--- src/rtl/render_map_seq.sv ---
// render_map_seq: tile-map sequencer.
// Walks a GRID_W x GRID_H tile grid in row-major order. For each tile it reads
// the tile index from the map ROM and hands the tile's pixel-ROM base address
// and screen position to the tile renderer.
//
// Ports
//   map_clk, rstn     clock (rising edge) and asynchronous active-low reset
//   start, cont       begin a pass (IDLE only); continuous mode, latched at start
//   abort             synchronous abort back to IDLE, no done
//   map_base          map base address in ROM, latched at start
//   rom_addr/rom_data map-ROM read port; data valid ROM_LAT cycles after addr
//   tile_start        one-cycle pulse, tile_addr/top/left valid
//   tile_addr         tile pixel base = index << (2*TILE_SHIFT)
//   tile_top/left     tile position in pixels
//   tile_done         renderer finished the current tile
//   busy, done        not IDLE; one-cycle pulse at end of a pass
//   frame_cnt         completed passes (wraps)
//
// state   | meaning
// --------+-------------------------------------------------------------
// S_IDLE  | waiting for start
// S_WAIT  | map-ROM read in flight; index captured when the timer expires
// S_ISSUE | single cycle, tile_start high
// S_RUN   | renderer busy, waiting for tile_done
module render_map_seq #(
  parameter int ADDR_W     = 19,
  parameter int IDX_W      = 16,
  parameter int GRID_W     = 11,
  parameter int GRID_H     = 11,
  parameter int TILE_SHIFT = 5,
  parameter int COORD_W    = 10,
  parameter int ROM_LAT    = 1,
  parameter int SKIP_ZERO  = 1
) (
  input  logic               map_clk,
  input  logic               rstn,
  input  logic               start,
  input  logic               cont,
  input  logic               abort,
  input  logic [ADDR_W-1:0]  map_base,
  output logic [ADDR_W-1:0]  rom_addr,
  input  logic [IDX_W-1:0]   rom_data,
  output logic               tile_start,
  output logic [ADDR_W-1:0]  tile_addr,
  output logic [COORD_W-1:0] tile_top,
  output logic [COORD_W-1:0] tile_left,
  input  logic               tile_done,
  output logic               busy,
  output logic               done,
  output logic [15:0]        frame_cnt
);

  localparam int ROW_W = (GRID_H > 1) ? $clog2(GRID_H) : 1;
  localparam int COL_W = (GRID_W > 1) ? $clog2(GRID_W) : 1;
  localparam int LAT_W = $clog2(ROM_LAT + 1);
  localparam logic [ROW_W-1:0] LAST_ROW = ROW_W'(GRID_H - 1);
  localparam logic [COL_W-1:0] LAST_COL = COL_W'(GRID_W - 1);
  // The ROM output register needs one edge after rom_addr changes, so the
  // timer holds WAIT for ROM_LAT+1 cycles before the index is sampled.
  localparam logic [LAT_W-1:0] LAT_LOAD = LAT_W'(ROM_LAT);

  typedef enum logic [1:0] {
    S_IDLE  = 2'd0,
    S_WAIT  = 2'd1,
    S_ISSUE = 2'd2,
    S_RUN   = 2'd3
  } state_t;

  state_t             r_state;
  state_t             w_state_nxt;
  logic [ROW_W-1:0]   r_row;
  logic [COL_W-1:0]   r_col;
  logic [ADDR_W-1:0]  r_base;
  logic               r_cont;
  logic [ADDR_W-1:0]  r_rom_addr;
  logic [LAT_W-1:0]   r_lat_cnt;
  logic [ADDR_W-1:0]  r_tile_addr;
  logic [COORD_W-1:0] r_tile_top;
  logic [COORD_W-1:0] r_tile_left;
  logic               r_done;
  logic [15:0]        r_frame_cnt;

  logic w_accept;
  logic w_capture;
  logic w_advance;
  logic w_lat_dec;
  logic w_last;
  logic w_zero_idx;
  logic w_tile_start;

  assign w_last     = (r_row == LAST_ROW) && (r_col == LAST_COL);
  assign w_zero_idx = (SKIP_ZERO != 0) && (rom_data == '0);

  // A transparent tile is dropped at index capture: it never reaches ISSUE,
  // so it costs exactly the ROM wait and leaves tile_addr/top/left untouched.
  always_comb begin
    w_state_nxt  = r_state;
    w_accept     = 1'b0;
    w_capture    = 1'b0;
    w_advance    = 1'b0;
    w_lat_dec    = 1'b0;
    w_tile_start = 1'b0;
    if (abort) begin
      w_state_nxt = S_IDLE;
    end else begin
      case (r_state)
        S_IDLE: begin
          if (start) begin
            w_accept    = 1'b1;
            w_state_nxt = S_WAIT;
          end
        end
        S_WAIT: begin
          if (r_lat_cnt != '0) begin
            w_lat_dec = 1'b1;
          end else if (w_zero_idx) begin
            w_advance = 1'b1;
          end else begin
            w_capture   = 1'b1;
            w_state_nxt = S_ISSUE;
          end
        end
        S_ISSUE: begin
          w_tile_start = 1'b1;
          w_state_nxt  = S_RUN;
        end
        S_RUN: begin
          if (tile_done) w_advance = 1'b1;
        end
        default: w_state_nxt = S_IDLE;
      endcase
      if (w_advance) w_state_nxt = (w_last && !r_cont) ? S_IDLE : S_WAIT;
    end
  end

  always_ff @(posedge map_clk or negedge rstn) begin
    if (!rstn) r_state <= S_IDLE;
    else       r_state <= w_state_nxt;
  end

  always_ff @(posedge map_clk or negedge rstn) begin
    if (!rstn) begin
      r_row       <= '0;
      r_col       <= '0;
      r_base      <= '0;
      r_cont      <= 1'b0;
      r_rom_addr  <= '0;
      r_lat_cnt   <= '0;
      r_tile_addr <= '0;
      r_tile_top  <= '0;
      r_tile_left <= '0;
      r_done      <= 1'b0;
      r_frame_cnt <= '0;
    end else begin
      r_done <= 1'b0;
      if (abort) begin
        r_row <= '0;
        r_col <= '0;
      end
      if (w_accept) begin
        r_base     <= map_base;
        r_cont     <= cont;
        r_rom_addr <= map_base;
        r_row      <= '0;
        r_col      <= '0;
        r_lat_cnt  <= LAT_LOAD;
      end
      if (w_lat_dec) r_lat_cnt <= r_lat_cnt - LAT_W'(1);
      if (w_capture) begin
        r_tile_addr <= ADDR_W'(rom_data) << (2 * TILE_SHIFT);
        r_tile_top  <= COORD_W'(r_row) << TILE_SHIFT;
        r_tile_left <= COORD_W'(r_col) << TILE_SHIFT;
      end
      if (w_advance) begin
        r_lat_cnt <= LAT_LOAD;
        if (w_last) begin
          r_done      <= 1'b1;
          r_frame_cnt <= r_frame_cnt + 16'd1;
          r_row       <= '0;
          r_col       <= '0;
          r_rom_addr  <= r_base;
        end else begin
          // Row-major walk: base + row*GRID_W + col always steps by one.
          r_rom_addr <= r_rom_addr + ADDR_W'(1);
          if (r_col == LAST_COL) begin
            r_col <= '0;
            r_row <= r_row + ROW_W'(1);
          end else begin
            r_col <= r_col + COL_W'(1);
          end
        end
      end
    end
  end

  assign rom_addr   = r_rom_addr;
  assign tile_start = w_tile_start;
  assign tile_addr  = r_tile_addr;
  assign tile_top   = r_tile_top;
  assign tile_left  = r_tile_left;
  assign busy       = (r_state != S_IDLE);
  assign done       = r_done;
  assign frame_cnt  = r_frame_cnt;

endmodule

--- config.mk ---
export PLATFORM = sky130hd
export DESIGN_NAME = render_map_seq
export DESIGN_NICKNAME = d
export VERILOG_FILES = /design/src/rtl/render_map_seq.sv
export SDC_FILE = /design/constraint.sdc
export NUM_CORES = 1
export LEC_CHECK = 0
export ABC_CLOCK_PERIOD_IN_PS = 2400
export CAP_MARGIN = 10
export CORE_MARGIN = 4
export CORE_UTILIZATION = 49
export DETAILED_ROUTE_END_ITERATION = 10
export GPL_ROUTABILITY_DRIVEN = 0
export PLACE_DENSITY_LB_ADDON = 0.25
export SYNTH_ARGS = -nofsm -noshare
export SYNTH_HDL_FRONTEND = slang
export SYNTH_SLANG_ARGS = --single-unit
--- constraint.sdc ---
create_clock -name map_clk -period 2.4 [get_ports map_clk]
set_input_delay 0.48 -clock map_clk [delete_from_list [all_inputs] [get_ports map_clk]]
set_output_delay 0.48 -clock map_clk [all_outputs]
set_load 0.005 [all_outputs]
==> results.yml, run 1 <==
power_and_ir_drop:
  pwr-share-seq: 0.436
  vdd_drop_max_v: 0.0005366
  net-switching-power_w: 0.001700
  p_leak_nw: 2.694
  powerDensity_nw_per_um2: 883.3
  p_sw_frac: 0.3245
  p_comb_frac: 0.330
  fin_total_pwr_w: 0.005241
  internal_power_w: 0.003540
  clkPwrFrac: 0.234
grt:
  grt_pass1_wl_um: 18240
  grt-ovfl-total: 0
  antenna_found_initial: 0
  grt_pass1_vias: 3807
  grt_max_degree: 44
  grt_use_total: 0.2040
synthesis:
  synth_top_area_frac: 0.4565
  yosysSeqAreaShare: 0.4565
  yosysTopAreaCell: "dfrtp_1"
  synth_area_leaders: "dfrtp_1 (46%), nand2_1 (8.6%), buf_4 (3.9%)"
  synth_cell_types: 54
  avgSynthCellArea_um2: 9.714
  synth_edf_count: 0
  netlist_area_um2: 4604
  synth_seq_cells: 84
  async_flop_share: 1.000
  syn_inst: 474
  synthFlopType: "dfrtp_1"
  ys_warn_count: 0
floorplanning:
  die_h_um: 104.9
  fp.dieW_um: 104.9
  core_um2: 9196
  initial_utilization: 0.5007
  die-area_um2: 11010
  io_pins: 118
  num_rows: 35
timing:
  max_freq_ghz: 0.4489
  setup_viol: 0
  timing.final.ws_setup_ns: 0.1722
  min_period_over_period: 0.9282
  rsz0062_at_grt: "false"
  finalHoldViolCount: 0
  tightestPinTransition_ns: 0.5944
  slew_viol_final: 0
  fin_crit_ns: 2.228
  relSlewSlack: 0.6037
  fin_skew_ns: 0.009019
worst_setup_path:
  crit_chain: "clkdlybuf4s50_1, buf_4, nor2b_1, clkdlybuf4s50_1"
  cp_max_fo: 9
  critical_path.slowest_cell: "clkdlybuf4s50_1"
  required_ns: 1.92
  start_kind: "input port"
  setup.worst_path.class: "in -> out"
  worstPathArrival_ns: 1.75
  crit_top_cell: "clkdlybuf4s50_1"
  end_kind: "output port"
  critical-path-max-stage-delay_ns: 0.51
drt:
  drc: 0
  drtAntennaViolNets: 0
  routed_via_density: 5.402
  dr.pass1.iters: 4
  dr_total_vias: 3765
  drt-total-wl_um: 10650
  wl_per_cell_um: 15.28
  drt-initial-drc-count: 163
outcome:
  run_status: "completed"
cts:
  cts_made_buffers: 9
  clock_latency_ns: 0.36
  cts_tree: "built"
  clock_path_buffers: 2
  post_cts_resize_count: 0
  postCtsSetupBuffers: 0
  htreeDepth: 3
  root_buffer: "clkbuf_8"
  path_clk_slew_ns: 0.08
  cts_hold_buf: 0
  cts_sinks: 84
place:
  io_buffers: 95
  dp_hpwl_um: 7702
  place_area_um2: 5694
  preCtsSetupSlack_ns: -0.09119
flow_run:
  drv_cap: 0
cells_and_area:
  n_antenna_cell: 0
  fin_nets: 633
  fillers: 761
  area_delta_synth_final_pct: 28.86
  final_layout_size_suffix_gt1_frac: 0.1263
  finalInstanceArea_um2: 5933
worst_hold_path:
  hold_class: "in -> async"
[stage by stage]
stage | TNS [ns] | utilization | hold slack (ns) | cells
final | 0 | 0.6452 | 0.1141 | 697
after global routing | 0 | 0.6452 | 0.1398 | 697
after CTS | 0 | 0.6452 | 0.1208 | 697
after detailed placement | -0.4563 | 0.6192 | 0.4612 | 681
after global placement | 0 | 0.6192 | 0.4552 | 681
after floorplan | 0 | - | 0.1844 | 495
[registers in the layout, summed over array words and instances, names as in the netlist, 2 cells and up]
register   flops
frame_cnt     16
rom_addr      19
r_base        19
tile_addr      9
r_col          4
tile_top       4
r_state        2
tile_left      4
r_row          4
[placed cells by master, fill, tap and decap left out, types with 14 or more instances in the layout]
cell,synthesis,final
xor2_1,15,15
xnor2_1,17,17
mux2_2,16,16
dfrtp_1,84,84
buf_4,24,17
clkdlybuf4s50_1,0,94
conb_1,1,22
nand3_1,14,14
nand2_1,105,105
nor2_1,22,22
[power by group through the flow]
stage / combinational (W) / clock [W] / sequential [W]
floorplan: 0.000902 / 0 / 0.00222
global placement: 0.00169 / 0 / 0.00228
detailed placement: 0.00174 / 0 / 0.00230
CTS: 0.00176 / 0.00125 / 0.00228
global route: 0.00195 / 0.00131 / 0.00235
finish: 0.00173 / 0.00123 / 0.00228
[critical path: cells and delay by family]
kind	cells	cell delay, ns
buffers and inverters	3	1.17
AND/OR/NAND/NOR	1	0.11
[kinds of logic (layout without fill, tap and decap cells)]
group                    after synthesis  count (layout)  share of synthesized area
AO/OA/AOI/OAI                         70              70                     0.1071
XOR/XNOR                              32              32                    0.06087
multiplexers                          21              21                    0.05000
AND/OR/NAND/NOR                      204             204                     0.2258
adder cells (fa/ha/maj)               11              11                    0.02989
buffers and inverters                 51             142                    0.06902
other                                  1              22                  0.0008144
flip-flops                            84              84                     0.4565
[final timing paths]
| check | start | end | slack, ns | depth (start not counted) |
|---|---|---|---|---|
| worst max-delay path | abort | tile_start | 0.17 | 4 |
| worst min-delay path | rstn | tile_addr[10] | 0.11 | 1 |
| worst max register to register | r_state[1] | rom_addr[17] | 0.21 | 8 |
| worst min register to register | frame_cnt[15] | frame_cnt[15] | 0.47 | 1 |
| max in group asynchronous | rstn | done | 1.68 | 2 |
| min in group map_clk | frame_cnt[15] | frame_cnt[15] | 0.47 | 1 |
[synth_stat cells, types with 5 or more instances]
library cell	number
clkbuf_1	7
mux2i_1	5
nand2_1	105
inv_1	11
nand4_1	10
dfrtp_1	84
nand3_1	14
buf_2	5
o21ai_0	11
xnor2_1	17
buf_4	24
nor3_2	5
ha_1	11
a31oi_1	13
xor2_1	15
nor4_1	8
a211oi_1	8
mux2_2	16
nor2_1	22
nor3_1	9
a21oi_1	7
o211a_1	8
[layer usage]
layer  track usage  vias up  part of all wire
li1              -     1827                 -
met1        0.2603     1831              0.44
met2        0.3373       99              0.50
met3       0.05991        8             0.053
met4       0.05811        0            0.0082
met5             0        -                 0
[area by class of cell]
class / instances / area, um2 / share of cell area
inverter: 11 / 41.29 / 0.006959
clock inverter: 6 / 111.4 / 0.01877
tap: 111 / 138.9 / 0.02341
clock buffer: 10 / 127.6 / 0.02151
sequential: 84 / 2102 / 0.3543
multi-input combinational: 360 / 2263 / 0.3815
timing repair buffer: 115 / 1149 / 0.1936
Power figures use the tool's default switching activity.
==> run 2, diff against run 1 <==
--- a/config.mk
+++ b/config.mk
@@ -8,7 +8,7 @@
 export ABC_CLOCK_PERIOD_IN_PS = 2400
 export CAP_MARGIN = 10
 export CORE_MARGIN = 4
-export CORE_UTILIZATION = 49
+export CORE_UTILIZATION = 25
 export DETAILED_ROUTE_END_ITERATION = 10
 export GPL_ROUTABILITY_DRIVEN = 0
 export PLACE_DENSITY_LB_ADDON = 0.25
==> run 2 against run 1 <==
Critical path depth unchanged. Largest cell class unchanged. Core utilization is 30 points lower. Sequential power is essentially flat. Design area up 4.0%. Non-clock buffer count fell by 1.
==> results.yml, run 2 (synthesis gave the netlist of run 1 again) <==
grt:
  grt_pass1_vias: 3910
  antenna_found_initial: 0
  grt_use_total: 0.1190
  grt-ovfl-total: 0
  grt_max_degree: 46
  grt_pass1_wl_um: 19600
timing:
  rsz0062_at_grt: "false"
  min_period_over_period: 0.9397
  finalHoldViolCount: 0
  slew_viol_final: 0
  fin_crit_ns: 2.255
  setup_viol: 0
  max_freq_ghz: 0.4434
  tightestPinTransition_ns: 0.5523
  relSlewSlack: 0.6318
  fin_skew_ns: 0.009063
  timing.final.ws_setup_ns: 0.1448
drt:
  drc: 0
  drt-initial-drc-count: 203
  routed_via_density: 4.612
  drt-total-wl_um: 11980
  dr_total_vias: 3754
  dr.pass1.iters: 4
  wl_per_cell_um: 14.71
  drtAntennaViolNets: 0
cells_and_area:
  final_common_cell: "nand2_1"
  n_antenna_cell: 0
  fillers: 1859
  layout_common_cells: "nand2_1 (105), clkdlybuf4s50_1 (94), dfrtp_1 (84)"
  fin_nets: 632
  area_delta_synth_final_pct: 34.05
  final_layout_size_suffix_gt1_frac: 0.1282
cts:
  htreeDepth: 3
  post_cts_resize_count: 0
  clock_latency_ns: 0.35
  postCtsSetupBuffers: 0
  cts_sinks: 84
  cts_tree: "built"
  cts_made_buffers: 9
  root_buffer: "clkbuf_16"
  path_clk_slew_ns: 0.06
  clock_path_buffers: 2
  cts_hold_buf: 0
worst_setup_path:
  critical_path.top_delay_family: "buffers and inverters"
  end_kind: "output port"
  critical_path.slowest_cell: "clkdlybuf4s50_1"
  required_ns: 1.92
  reg2reg_slack_ns: 0.24
  worst_r2r_endpoint: "rom_addr[16]"
  crit_chain: "clkdlybuf4s50_1, buf_4, nor2b_1, clkdlybuf4s50_1"
  crit_buf_inv: 3
  cp_max_fo: 9
  crit_top_cell: "clkdlybuf4s50_1"
  r2r_cells: 8
  start_kind: "input port"
  worstPathArrival_ns: 1.78
  setup.worst_path.class: "in -> out"
  critical-path-max-stage-delay_ns: 0.51
  rr_startpoint: "r_state[1]"
power_and_ir_drop:
  vdd_drop_max_v: 0.0004508
  fin_total_pwr_w: 0.005660
  powerDensity_nw_per_um2: 916.9
  p_leak_nw: 2.728
floorplanning:
  die_h_um: 143.7
  fp.dieW_um: 143.7
  core_um2: 18020
  die-area_um2: 20650
  num_rows: 49
  initial_utilization: 0.2554
  io_pins: 118
outcome:
  run_status: "completed"
flow_run:
  drv_cap: 0
place:
  io_buffers: 95
  preCtsSetupSlack_ns: -0.06266
  dp_hpwl_um: 8652
worst_hold_path:
  hold_class: "in -> async"
-- run 2: report_power, final --
part / total (W) / leakage [nW] / switching (W) / internal [W]
clock: 0.00162 / 0.162 / 0.000602 / 0.00102
sequential: 0.00229 / 1.09 / 0.000440 / 0.00185
combinational: 0.00175 / 1.48 / 0.000744 / 0.00100
total: 0.00566 / 2.73 / 0.00179 / 0.00387
-- run 2: layer usage --
metal | vias to the layer above | routed length (um) | track usage
li1 | 1819 | - | -
met1 | 1817 | 5401 | 0.1489
met2 | 107 | 5768 | 0.1991
met3 | 11 | 698 | 0.03860
met4 | 0 | 108 | 0.03072
met5 | - | 0 | 0
-- run 2: area by class of cell --
type,instances,area (um2),share of cell area
clock buffers,9,225.2,0.03649
inverters,11,41.29,0.006690
flip-flops and latches,84,2102,0.3406
multi-input cells,360,2266,0.3671
repair buffers,114,1129,0.1828
clock inverters,7,122.6,0.01987
well taps,229,286.5,0.04642
-- run 2: how the worst max path moves through the flow --
stage	from	to	slack (ns)	cells past startpoint
5_1_grt	r_state[1]	rom_addr[16]	0.04	8
3_3_place_gp	rom_data[9]	frame_cnt[1]	-0.01	6
2_1_floorplan	rom_data[13]	tile_addr[18]	0.60	5
6_report	abort	tile_start	0.14	4
4_1_cts	abort	tile_start	0.10	4
3_5_place_dp	rom_data[1]	rom_addr[17]	-0.06	7
-- run 2: worst register-to-register path, cell delays in order, from the launching register on --
cell and delay (ns):
dfrtp_1 0.41, inv_1 0.10, ha_1 0.25, nand2b_1 0.18, nor2_2 0.08, a21oi_4 0.45, buf_4 0.25, nor2_1 0.09
a221oi_1 0.26
-- run 2: stage by stage --
step                setup TNS (ns)  instances  utilization  hold slack [ns]  instance area, um2
finish                           0        814       0.3424           0.1207                6172
global route                     0        814       0.3424           0.1536                6172
CTS                              0        814       0.3424           0.1308                6172
detailed placement         -0.1841        798       0.3231           0.4626                5824
global placement          -0.01758        798       0.3231           0.4585                5824
floorplan                        0        495            -           0.1844                4683
==> run 3, diff against run 2 <==
--- a/config.mk
+++ b/config.mk
@@ -11,6 +11,7 @@
 export CORE_UTILIZATION = 25
 export DETAILED_ROUTE_END_ITERATION = 10
 export GPL_ROUTABILITY_DRIVEN = 0
+export MAX_ROUTING_LAYER = met4
 export PLACE_DENSITY_LB_ADDON = 0.25
 export SYNTH_ARGS = -nofsm -noshare
 export SYNTH_HDL_FRONTEND = slang
==> run 3 against run 2 <==
Combinational power about the same. Core utilization unchanged. Setup slack better by 0.0027 ns. Sequential share of layout area unchanged. Maximum frequency up 0.12%. Clock-buffer cell count unchanged. Clock skew down 0.0019 ns. Via count up 0.45%. Non-clock buffer count unchanged. Clock power about the same. Register-to-register slack about the same. Global-route usage up 0.39 points. Critical path type unchanged. Critical endpoint unchanged.
==> results.yml, run 3 (synthesis gave the netlist of run 1 again) <==
power_and_ir_drop:
  vdd_drop_max_v: 0.0004516
  p_leak_nw: 2.728
  fin_total_pwr_w: 0.005656
  powerDensity_nw_per_um2: 916.3
cts:
  post_cts_resize_count: 0
  cts_made_buffers: 9
  clock_latency_ns: 0.34
  cts_tree: "built"
  clock_path_buffers: 2
  path_clk_slew_ns: 0.06
  cts_hold_buf: 0
  cts_sinks: 84
  htreeDepth: 3
  root_buffer: "clkbuf_16"
  postCtsSetupBuffers: 0
outcome:
  run_status: "completed"
drt:
  dr.pass1.iters: 5
  dr_total_vias: 3771
  drc: 0
  drt-total-wl_um: 11960
  drt-initial-drc-count: 200
  wl_per_cell_um: 14.69
  drtAntennaViolNets: 0
  routed_via_density: 4.633
timing:
  slew_viol_final: 0
  whs_ns: 0.1231
  fin_skew_ns: 0.007200
  timing.final.ws_setup_ns: 0.1475
  fin_setup_tns_ns: 0
  min_period_over_period: 0.9386
  tightestPinTransition_ns: 0.5483
  rsz0062_at_grt: "false"
  max_freq_ghz: 0.4439
  setup_viol: 0
  finalHoldViolCount: 0
  fin_crit_ns: 2.253
  relSlewSlack: 0.6345
cells_and_area:
  n_antenna_cell: 0
  final_layout_size_suffix_gt1_frac: 0.1282
  area_delta_synth_final_pct: 34.05
  utilization: 0.3424
  final_common_cell: "nand2_1"
  layout_common_cells: "nand2_1 (105), clkdlybuf4s50_1 (94), dfrtp_1 (84)"
  fin_nets: 632
worst_setup_path:
  rr_startpoint: "r_state[1]"
  cp-startpoint: "abort"
  critical_path.top_delay_family: "buffers and inverters"
  end_kind: "output port"
  critical_path.slowest_cell: "clkdlybuf4s50_1"
  crit_buf_inv: 3
  reg2reg_slack_ns: 0.24
  cp.depth: 4
  required_ns: 1.92
  r2r_cells: 8
  crit_top_cell: "clkdlybuf4s50_1"
  setup.worst_path.class: "in -> out"
  critical-path-max-stage-delay_ns: 0.51
  crit_chain: "clkdlybuf4s50_1, buf_4, nor2b_1, clkdlybuf4s50_1"
  cp_max_fo: 9
  start_kind: "input port"
  worstPathArrival_ns: 1.77
place:
  dp_hpwl_um: 8652
  preCtsSetupSlack_ns: -0.06266
  io_buffers: 95
grt:
  grt_use_total: 0.1229
  antenna_found_initial: 0
  grt_pass1_wl_um: 19600
  grt-ovfl-total: 0
  grt_max_degree: 46
  grt_pass1_vias: 3902
flow_run:
  drv_cap: 0
floorplanning:
  die-area_um2: 20650
  die_h_um: 143.7
  core_um2: 18020
  fp.dieW_um: 143.7
  initial_utilization: 0.2554
  io_pins: 118
  num_rows: 49
worst_hold_path:
  hold_class: "in -> async"
## run 3: cell counts in the layout (fill, tap and decap cells not counted)
No cell type changed its count.
## run 3: final timing paths
path	to
worst max-delay path	tile_start
worst min-delay path	r_base[6]
worst max register to register	rom_addr[16]
worst min register to register	r_base[8]
max in group asynchronous	tile_addr[10]
min in group map_clk	r_base[8]
## run 3: report_power, final
group          leakage, nW  switching, W  internal [W]
combinational         1.48      0.000747       0.00100
clock                0.162      0.000594       0.00102
sequential            1.09      0.000441       0.00185
total                 2.73       0.00178       0.00387
## run 3: metrics by stage
stage	instances	cell area [um2]
floorplan	495	4683
global placement	798	5824
detailed placement	798	5824
CTS	814	6172
global route	814	6172
finish	814	6172
## run 3: per-layer routing
layer  share of wire  vias up  routed length (um)  track usage
met5               0        -                   0            -
met4          0.0096        0                 115      0.02924
met3           0.049       11                 589      0.03794
met2            0.48      109                5711       0.1986
met1            0.46     1832                5545       0.1512
li1                -     1819                   -            -
## run 3: final cells by class
cell class              instances  area [um2]
fillers                      1859       11850
multi-input cells             360        2266
flip-flops and latches         84        2102
repair buffers                114        1129
well taps                     229       286.5
clock buffers                   9       225.2
clock inverters                 7       122.6
inverters                      11       41.29
